## config.mk

```make
export PLATFORM = sky130hd
export DESIGN_NAME = pmci_axil_csr_responder
export DESIGN_NICKNAME = d
export VERILOG_FILES = /design/src/rtl/pmci_axil_csr_resp_pkg.sv /design/src/rtl/pmci_axil_wr_join.sv /design/src/rtl/pmci_axil_csr_responder.sv
export SDC_FILE = /design/constraint.sdc
export NUM_CORES = 1
export LEC_CHECK = 0
export BUFFER_PORTS_ARGS = -buffer_cell sky130_fd_sc_hd__buf_2
export CORE_ASPECT_RATIO = 0.5
export CORE_MARGIN = 2
export CORE_UTILIZATION = 46
export CTS_BUF_LIST = sky130_fd_sc_hd__clkbuf_2 sky130_fd_sc_hd__clkbuf_4 sky130_fd_sc_hd__clkbuf_8
export CTS_CLUSTER_SIZE = 16
export DETAILED_ROUTE_END_ITERATION = 8
export MAX_ROUTING_LAYER = met4
export PLACE_DENSITY = 0.69
export REMOVE_ABC_BUFFERS = 1
export SETUP_SLACK_MARGIN = 0.4
export SYNTH_ARGS = -nofsm -noshare
export SYNTH_HDL_FRONTEND = slang
export SYNTH_SLANG_ARGS = --single-unit
```

## constraint.sdc

```tcl
create_clock -name clk_csr -period 1.8 [get_ports clk_csr]
set_input_delay 0.09 -clock clk_csr [delete_from_list [all_inputs] [get_ports clk_csr]]
set_output_delay 0.09 -clock clk_csr [all_outputs]
set_load 0.01 [all_outputs]
```

## src/rtl/pmci_axil_csr_resp_pkg.sv

```systemverilog
// rtl/pmci_axil_csr_resp_pkg.sv - shared constants, FSM states and DFH layout for the PMCI CSR responder
package pmci_axil_csr_resp_pkg;

   localparam logic [2:0] OFF_DFH       = 3'd0;
   localparam logic [2:0] OFF_SCRATCH   = 3'd1;
   localparam logic [2:0] OFF_MBOX_CMD  = 3'd2;
   localparam logic [2:0] OFF_MBOX_STAT = 3'd3;

   localparam logic [1:0] RESP_OKAY   = 2'b00;
   localparam logic [1:0] RESP_SLVERR = 2'b10;

   typedef enum logic [1:0] {
      W_IDLE,
      W_HAVE_AW,
      W_HAVE_W,
      W_RESP
   } wr_state_t;

   typedef enum logic {
      R_IDLE,
      R_RESP
   } rd_state_t;

   typedef struct packed {
      logic [3:0]  feat_type;
      logic [18:0] rsvd;
      logic        eol;
      logic [23:0] next_off;
      logic [3:0]  feat_ver;
      logic [11:0] feat_id;
   } dfh_t;

   function automatic logic [63:0] apply_strb(input logic [63:0] cur,
                                              input logic [63:0] din,
                                              input logic [7:0]  strb);
      logic [63:0] res;
      res = cur;
      for (int i = 0; i < 8; i++) begin
         if (strb[i]) res[i*8 +: 8] = din[i*8 +: 8];
      end
      return res;
   endfunction

endpackage

```

## src/rtl/pmci_axil_wr_join.sv

```systemverilog
// rtl/pmci_axil_wr_join.sv - joins AW and W beats into one write request and runs the B handshake
module pmci_axil_wr_join
   import pmci_axil_csr_resp_pkg::*;
#(
   parameter int ADDR_W = 20
) (
   input  logic              clk,
   input  logic              rst_n,
   input  logic [7:0]        awid,
   input  logic [ADDR_W-1:0] awaddr,
   input  logic              awvalid,
   output logic              awready,
   input  logic [63:0]       wdata,
   input  logic [7:0]        wstrb,
   input  logic              wvalid,
   output logic              wready,
   output logic [7:0]        bid,
   output logic              bvalid,
   input  logic              bready,
   output logic              wr_req,
   output logic [ADDR_W-1:0] wr_addr,
   output logic [7:0]        wr_id,
   output logic [63:0]       wr_data,
   output logic [7:0]        wr_strb
);

   wr_state_t state;
   logic      aw_fire;
   logic      w_fire;

   assign aw_fire = awvalid && awready;
   assign w_fire  = wvalid && wready;

   // wr_req is high exactly during the first W_RESP cycle; the top commits on that edge.
   always_ff @(posedge clk or negedge rst_n) begin
      if (!rst_n) begin
         state   <= W_IDLE;
         awready <= 1'b0;
         wready  <= 1'b0;
         bvalid  <= 1'b0;
         bid     <= '0;
         wr_req  <= 1'b0;
         wr_addr <= '0;
         wr_id   <= '0;
         wr_data <= '0;
         wr_strb <= '0;
      end else begin
         wr_req <= 1'b0;
         if (aw_fire) begin
            wr_addr <= awaddr;
            wr_id   <= awid;
         end
         if (w_fire) begin
            wr_data <= wdata;
            wr_strb <= wstrb;
         end
         case (state)
            W_IDLE: begin
               awready <= 1'b1;
               wready  <= 1'b1;
               if (aw_fire && w_fire) begin
                  state   <= W_RESP;
                  wr_req  <= 1'b1;
                  awready <= 1'b0;
                  wready  <= 1'b0;
               end else if (aw_fire) begin
                  state   <= W_HAVE_AW;
                  awready <= 1'b0;
               end else if (w_fire) begin
                  state  <= W_HAVE_W;
                  wready <= 1'b0;
               end
            end
            W_HAVE_AW: begin
               if (w_fire) begin
                  state  <= W_RESP;
                  wr_req <= 1'b1;
                  wready <= 1'b0;
               end
            end
            W_HAVE_W: begin
               if (aw_fire) begin
                  state   <= W_RESP;
                  wr_req  <= 1'b1;
                  awready <= 1'b0;
               end
            end
            W_RESP: begin
               if (wr_req) begin
                  bvalid <= 1'b1;
                  bid    <= wr_id;
               end else if (bvalid && bready) begin
                  bvalid  <= 1'b0;
                  state   <= W_IDLE;
                  awready <= 1'b1;
                  wready  <= 1'b1;
               end
            end
            default: state <= W_IDLE;
         endcase
      end
   end

endmodule

```

## src/rtl/pmci_axil_csr_responder.sv

```systemverilog
// rtl/pmci_axil_csr_responder.sv - AXI4-lite CSR responder: DFH, scratchpad and FIM command mailbox
module pmci_axil_csr_responder
   import pmci_axil_csr_resp_pkg::*;
#(
   parameter int          ADDR_W          = 20,
   parameter logic [11:0] FEAT_ID         = 12'h013,
   parameter logic [3:0]  FEAT_VER        = 4'h1,
   parameter logic [23:0] NEXT_DFH_OFFSET = 24'h1000,
   parameter logic        END_OF_LIST     = 1'b0
) (
   input  logic              clk_csr,
   input  logic              rst_n,
   input  logic [7:0]        awid,
   input  logic [ADDR_W-1:0] awaddr,
   input  logic [2:0]        awprot,
   input  logic              awvalid,
   output logic              awready,
   input  logic [63:0]       wdata,
   input  logic [7:0]        wstrb,
   input  logic              wvalid,
   output logic              wready,
   output logic [7:0]        bid,
   output logic [1:0]        bresp,
   output logic              bvalid,
   input  logic              bready,
   input  logic [7:0]        arid,
   input  logic [ADDR_W-1:0] araddr,
   input  logic [2:0]        arprot,
   input  logic              arvalid,
   output logic              arready,
   output logic [7:0]        rid,
   output logic [63:0]       rdata,
   output logic [1:0]        rresp,
   output logic              rvalid,
   input  logic              rready,
   output logic [63:0]       mbox_cmd,
   output logic              mbox_pending,
   input  logic              mbox_ack
);

   localparam dfh_t DFH_VAL = '{
      feat_type: 4'h3,
      rsvd:      19'h0,
      eol:       END_OF_LIST,
      next_off:  NEXT_DFH_OFFSET,
      feat_ver:  FEAT_VER,
      feat_id:   FEAT_ID
   };

   logic              wr_req;
   logic [ADDR_W-1:0] wr_addr;
   logic [7:0]        wr_id;
   logic [63:0]       wr_data;
   logic [7:0]        wr_strb;

   logic [63:0] scratch;
   logic [7:0]  mbox_awid;
   logic [31:0] mbox_cnt;
   logic [2:0]  wr_off;
   logic        mbox_set;
   logic        stat_w1c;
   logic [63:0] rd_val;
   logic [1:0]  rd_resp;
   rd_state_t   rd_state;

   logic unused_bits;
   assign unused_bits = ^{awprot, arprot, araddr[ADDR_W-1:6], araddr[2:0],
                          wr_addr[ADDR_W-1:6], wr_addr[2:0]};

   pmci_axil_wr_join #(.ADDR_W(ADDR_W)) u_wr_join (
      .clk     (clk_csr),
      .rst_n   (rst_n),
      .awid    (awid),
      .awaddr  (awaddr),
      .awvalid (awvalid),
      .awready (awready),
      .wdata   (wdata),
      .wstrb   (wstrb),
      .wvalid  (wvalid),
      .wready  (wready),
      .bid     (bid),
      .bvalid  (bvalid),
      .bready  (bready),
      .wr_req  (wr_req),
      .wr_addr (wr_addr),
      .wr_id   (wr_id),
      .wr_data (wr_data),
      .wr_strb (wr_strb)
   );

   assign wr_off   = wr_addr[5:3];
   assign mbox_set = wr_req && (wr_off == OFF_MBOX_CMD) && (wr_strb != 8'h00);
   assign stat_w1c = wr_req && (wr_off == OFF_MBOX_STAT) && wr_strb[0] && wr_data[0];

   always_ff @(posedge clk_csr or negedge rst_n) begin
      if (!rst_n) begin
         scratch      <= '0;
         mbox_cmd     <= '0;
         mbox_awid    <= '0;
         mbox_cnt     <= '0;
         mbox_pending <= 1'b0;
         bresp        <= RESP_OKAY;
      end else begin
         if (wr_req) begin
            bresp <= (wr_off <= OFF_MBOX_STAT) ? RESP_OKAY : RESP_SLVERR;
            if (wr_off == OFF_SCRATCH) scratch <= apply_strb(scratch, wr_data, wr_strb);
         end
         if (mbox_set) begin
            mbox_cmd  <= apply_strb(mbox_cmd, wr_data, wr_strb);
            mbox_awid <= wr_id;
            mbox_cnt  <= mbox_cnt + 32'd1;
         end
         // A fresh command outranks a simultaneous ack or W1C so it is never lost.
         if (mbox_set)                  mbox_pending <= 1'b1;
         else if (mbox_ack || stat_w1c) mbox_pending <= 1'b0;
      end
   end

   always_comb begin
      rd_val  = '0;
      rd_resp = RESP_OKAY;
      case (araddr[5:3])
         OFF_DFH:       rd_val = DFH_VAL;
         OFF_SCRATCH:   rd_val = scratch;
         OFF_MBOX_CMD:  rd_val = mbox_cmd;
         OFF_MBOX_STAT: rd_val = {mbox_cnt, 16'h0, mbox_awid, 7'h0, mbox_pending};
         default:       rd_resp = RESP_SLVERR;
      endcase
   end

   // Read data is sampled at the AR handshake, so a same-cycle write is not yet visible.
   always_ff @(posedge clk_csr or negedge rst_n) begin
      if (!rst_n) begin
         rd_state <= R_IDLE;
         arready  <= 1'b0;
         rvalid   <= 1'b0;
         rid      <= '0;
         rdata    <= '0;
         rresp    <= RESP_OKAY;
      end else begin
         case (rd_state)
            R_IDLE: begin
               arready <= 1'b1;
               if (arvalid && arready) begin
                  rid      <= arid;
                  rdata    <= rd_val;
                  rresp    <= rd_resp;
                  rvalid   <= 1'b1;
                  arready  <= 1'b0;
                  rd_state <= R_RESP;
               end
            end
            R_RESP: begin
               if (rready) begin
                  rvalid   <= 1'b0;
                  arready  <= 1'b1;
                  rd_state <= R_IDLE;
               end
            end
            default: rd_state <= R_IDLE;
         endcase
      end
   end

endmodule

```

[After elaboration in Yosys (flattened, before gate mapping)]
Index checks and enable logic that the tools add are counted.
Cells by class
  add/sub/neg operators: 1
  $lt $le $gt $ge: 1
  equality and inequality tests: 16
  mux-type cells: 39
  bitwise logic cells: 1
  reductions and logical operators: 42
Operators by type and width (number)
  64-bit one-hot mux with 4 select lines: 1
  32-bit by 1-bit adder with 32-bit output (second input constant): 1
  2-bit AND reduction: 12
  3-bit AND reduction: 8
  1-bit 2-to-1 mux: 22
  2-bit 2-to-1 mux: 9
  3-bit by 2-bit equality test with 1-bit output (second input constant): 4
  1-bit logical AND: 10
  1-bit one-hot mux with 3 select lines: 3
  2-bit one-hot mux with 4 select lines: 1
  4-bit AND reduction: 2
  8-bit nonzero test: 1
  3-bit by 1-bit equality test with 1-bit output (second input constant): 2
  2-bit by 1-bit inequality test with 1-bit output (second input constant): 3
  2-bit inequality test (second input constant): 3
  1-bit one-hot mux with 2 select lines: 3
  3-bit nonzero test: 2
  5-bit AND reduction: 1
  2-bit equality test (second input constant): 2
  4-bit by 1-bit inequality test with 1-bit output (second input constant): 1
  2-bit nonzero test: 2
  4-bit OR reduction: 1
  3-bit by 2-bit less-or-equal comparator with 1-bit output (second input constant): 1
  3-bit logical NOT: 1
  4 further kinds: 4
Storage, ports and cells
  flip-flop bits (word level): 348
  bits of input ports: 142
  output and inout bits: 154

[Depth between registers and ports, before layout]
  depth in word-level cells: 7
  gate-level depth with buffers: 7
  mapped depth without buffers: 6

[Modules after synthesis]
Synthesis repeated with hierarchy kept, for this count alone.
Second synthesis, totals
  cells, all modules: 1115
  area, all modules: 14921.8 µm²
Modules (own cells, without submodules)
  pmci_axil_csr_responder: instances 1, cells an instance 842, area each 10520.1 µm², sequential area each 6155.9 µm²
  pmci_axil_wr_join: instances 1, cells an instance 273, area each 4401.7 µm², sequential area each 2852.7 µm²

[Least setup slack after synthesis]
Ideal clock, no wire load.
  path type: reg-to-reg
  start: register u_wr_join.wr_strb[5]
  end: register mbox_cnt[18]
  setup time: 132 ps
  arrival time: 1538 ps
  path slack: 130 ps
  cell stages (with the launch flop): 6
  buffers on the path: 1
  clock period less this slack: 1670 ps
  cell sequence: dfrtp_1 or4_4 o21ai_4 buf_6 nor3_1 xor2_1
On the way
  word-level cells in the longest chain between the ends: 2
Ends and longest elaborated chain
  start: declaration: RTL line pmci_axil_wr_join.sv:24  | output logic [7:0] wr_strb
  start signal: assignment: RTL line pmci_axil_wr_join.sv:55  | wr_strb <= wstrb;
  8-bit nonzero test: RTL line pmci_axil_csr_responder.sv:92  | assign mbox_set = wr_req && (wr_off == OFF_MBOX_CMD) && (wr_strb != 8'h00);
  1-bit logical AND: RTL line pmci_axil_csr_responder.sv:92
  end signal: assignment: RTL line pmci_axil_csr_responder.sv:111  | mbox_cnt <= mbox_cnt + 32'd1;
  end: declaration: RTL line pmci_axil_csr_responder.sv:58  | logic [31:0] mbox_cnt;
No other way between the ends.
A chain may end at the register's enable or synchronous reset.

[Worst setup path after layout]
  start: register u_wr_join.wr_strb[5]
  end: register mbox_awid[4]
On the way
  word-level cells in the longest chain between the ends: 2
Ends and longest elaborated chain
  8-bit nonzero test: RTL line pmci_axil_csr_responder.sv:92
  1-bit logical AND: RTL line pmci_axil_csr_responder.sv:92
  end signal: assignment: RTL line pmci_axil_csr_responder.sv:110  | mbox_awid <= wr_id;
  end: declaration: RTL line pmci_axil_csr_responder.sv:57  | logic [7:0] mbox_awid;
No other way between the ends.

==> qor.txt <==
Post-Syn Area - 0.0142 mm^2
Clk pin slew, worst setup/hold paths - 70 ps
Yosys warnings - 0
Setup TNS - 0 ps
Area of the multi-input gates - 0.00606 mm^2
Final setup vio count - 0
Non-Filler Instances - 1978
RSZ-0062 raised after global routing - true
Sink Count - 343
Synthesized instance count - 1078
Drt drc - 0
Arrival @ worst endpoint - 2260 ps
Commonest non-fill, non-tap cell in the layout - dfrtp_1
Final Hold Violating Endpoints - 0
Row count - 45
CTS tree - yes
Chip width - 253 um
Post-layout net count - 1687
H-Tree Depth - 2
Crit Path Class - register to register
Setup WS post-layout - 53.9 ps
Initial Utilization - 46.8%
Final worst path period need - 1750 ps
Clk buf depth - 3
First-pass GRT wire length - 61600 um
Crit-path cells - or4_4, o21ai_4, buf_12, buf_6, nand2_1, nand2_1
Reg2reg start - u_wr_join.wr_strb[5]
Routed len/inst - 21.7 um
CP dominant cell by count - nand2_1
R2R Path End - mbox_awid[4]
Synth Area per Inst - 13.2 um^2
Skew final - 30.3 ps
Reg2Reg Depth - 6
Fmax - 0.573 GHz
Most frequent cells in the layout - 340 x dfrtp_1, 258 x mux2_2, 251 x buf_2, 112 x nand2_1, 99 x dlygate4sd3_1
Power per cell area - 1470 mW/mm^2
Clock root cell - clkbuf_8
Final HPWL DP - 24400 um
Largest net degree at the start of global routing - 77
Initial detailed-routing violation count - 792
I/O Pins - 296
Flop2flop setup slack - 50 ps
Overflow after GRT - 0
Netlist cell types - 47
Vert. Die Dim - 128 um
FILL cells - 2192
IO buf count - 253
Startpoint of the worst hold path - araddr[4]
Critical path's largest stage delay - 580 ps
CP Capture Type - register
GRT Util Overall - 25.1%
Status - finished clean
CP Buf/Inv Count - 2
Hold Path End - rdata[39]
DRT Pass-1 Iters - 5
GP Congestion - 0.854
Max-cap violations - 0
Antenna Nets Post-Route - 0
Ratio of final minimum period to clock period - 97.0%
Crit-path max FO - 17
Maximum VDD drop - 0.622 mV
Post-synthesis sequential area ratio - 60.3%
Pwr Total - 0.0295 W
Storage cell area - 0.00859 mm^2
Worst hold stages - 3
Share of layout cells above drive strength 1 - 52.6%
Area grow syn2layout - 40.8%
Startpoint Class - register
Die area - 0.0325 mm^2
Avg Vias per Cell - 5.52
Core Util, Final - 65.9%
Number of global-route vias before repair - 11363
CP delay by family, top - simple AND/OR/NAND/NOR gates
# placed instances - 1732
Max Transition Viols Final - 0
Critical Path RT - 2320 ps
Routed wire length - 42800 um
Initial antenna violation count - 2
Register bit total from synthesis - 343
DR vias - 10911
CP max stage cell - or4_4
Total core area - 0.0304 mm^2
Skew-Pair Late Insertion Delay - 600 ps
Hold Crit Class - input pin to register
Post-Place Setup Slack - -48.4 ps
Total CTS buffers - 49
Lkg Pwr - 9.78 nW
==> what timing repair did <==
action / CTS / global route
hold buffers: 99 / 0
setup endpoints to repair: 246 / 311
cloned: 3 / 12
resized for setup: 85 / 156
setup buffers: 28 / 12
hold endpoints to repair: 450 / 0
pin swaps: 9 / 70
==> worst register-to-register path, stage by stage, from the launching register on <==
cell	delay (ps)
dfrtp_1	390
or4_4	580
o21ai_4	190
buf_12	190
buf_6	180
nand2_1	80
nand2_1	60
==> worst max-delay path by stage <==
stage                    startpoint      endpoint  slack (ps)  depth (start not counted)
2_1_floorplan              rd_state     rdata[10]       -1420                          4
3_3_place_gp   u_wr_join.wr_addr[5]   scratch[55]          10                          5
3_5_place_dp   u_wr_join.wr_addr[5]    scratch[5]         -50                          5
4_1_cts        u_wr_join.wr_strb[5]  mbox_awid[4]         100                          6
5_1_grt        u_wr_join.wr_strb[5]  mbox_awid[5]          10                          6
6_report       u_wr_join.wr_strb[5]  mbox_awid[4]          50                          6
==> logic make-up after synthesis <==
kind of cell / Yosys count / synth area share (%)
compound gates: 144 / 6.51
flops: 343 / 60.3
fa+ha+maj: 7 / 0.615
buf+inv: 60 / 1.85
other cells: 1 / 0.0263
xor+xnor: 31 / 1.91
mux: 272 / 21.5
simple gates: 220 / 7.34
==> cell usage after synthesis (all sizes together) <==
master / n / area share (%)
a21o: 1 / 0.053
a21oi: 3 / 0.11
a221o: 1 / 0.070
a22o: 3 / 0.18
a22oi: 57 / 3.0
a31oi: 3 / 0.13
and2: 5 / 0.22
and3: 6 / 0.26
and3b: 1 / 0.062
and4: 3 / 0.18
and4bb: 1 / 0.088
buf: 23 / 0.87
clkbuf: 27 / 0.71
conb: 1 / 0.026
dfrtp: 343 / 60
ha: 7 / 0.62
inv: 10 / 0.26
mux2: 266 / 21
mux2i: 6 / 0.42
nand2: 131 / 3.5
nand2b: 2 / 0.088
nand3: 16 / 0.60
nand3b: 2 / 0.11
nand4: 13 / 0.57
nor2: 10 / 0.26
nor2b: 7 / 0.31
nor3: 10 / 0.35
nor4: 8 / 0.48
o21a: 1 / 0.053
o21ai: 64 / 2.3
o22a: 1 / 0.062
o22ai: 4 / 0.18
o31a: 1 / 0.062
o31ai: 4 / 0.21
o32a: 1 / 0.070
or2: 1 / 0.044
or3: 1 / 0.044
or4: 3 / 0.21
xnor2: 17 / 1.0
xor2: 14 / 0.86
==> per-layer routing <==
metal	vias up	global-route usage, %	routed length [um]
met2	351	40.6	21000
met4	0	10.4	1560
met5	-	-	0
met3	130	4.13	2280
li1	4796	-	-
met1	5634	31.7	18000
==> metrics by stage <==
| stage | cell area, um^2 | hold WS, ps |
|---|---|---|
| floorplan | 14000 | -206 |
| global placement | 16500 | 5.16 |
| CTS | 19200 | 13.8 |
| global route | 20000 | 68.6 |
| detailed placement | 16500 | 6.31 |
| finish | 20000 | 70.3 |
==> sequential cells by signal, summed over array words and instances (netlist names), 32 cells and up <==
register	cells
u_wr_join.wr_data	64
mbox_cnt	32
mbox_cmd	64
scratch	64
rdata	64
==> area by class of cell <==
type,instances,area share [%]
Timing Repair Buffer,457,18.8
Sequential cell,343,42.8
Antenna cell,4,0.0499
Tap cell,399,2.49
Clock buffer,82,5.22
Clock inverter,6,0.162
Inverter,10,0.200
Multi-Input combinational cell,677,30.2
==> power by group <==
group          internal (W)  switching [W]
sequential           0.0107        0.00218
combinational       0.00532        0.00459
clock               0.00366        0.00302
total                0.0197        0.00979
Note: power is estimated with default switching activity, not from simulation.
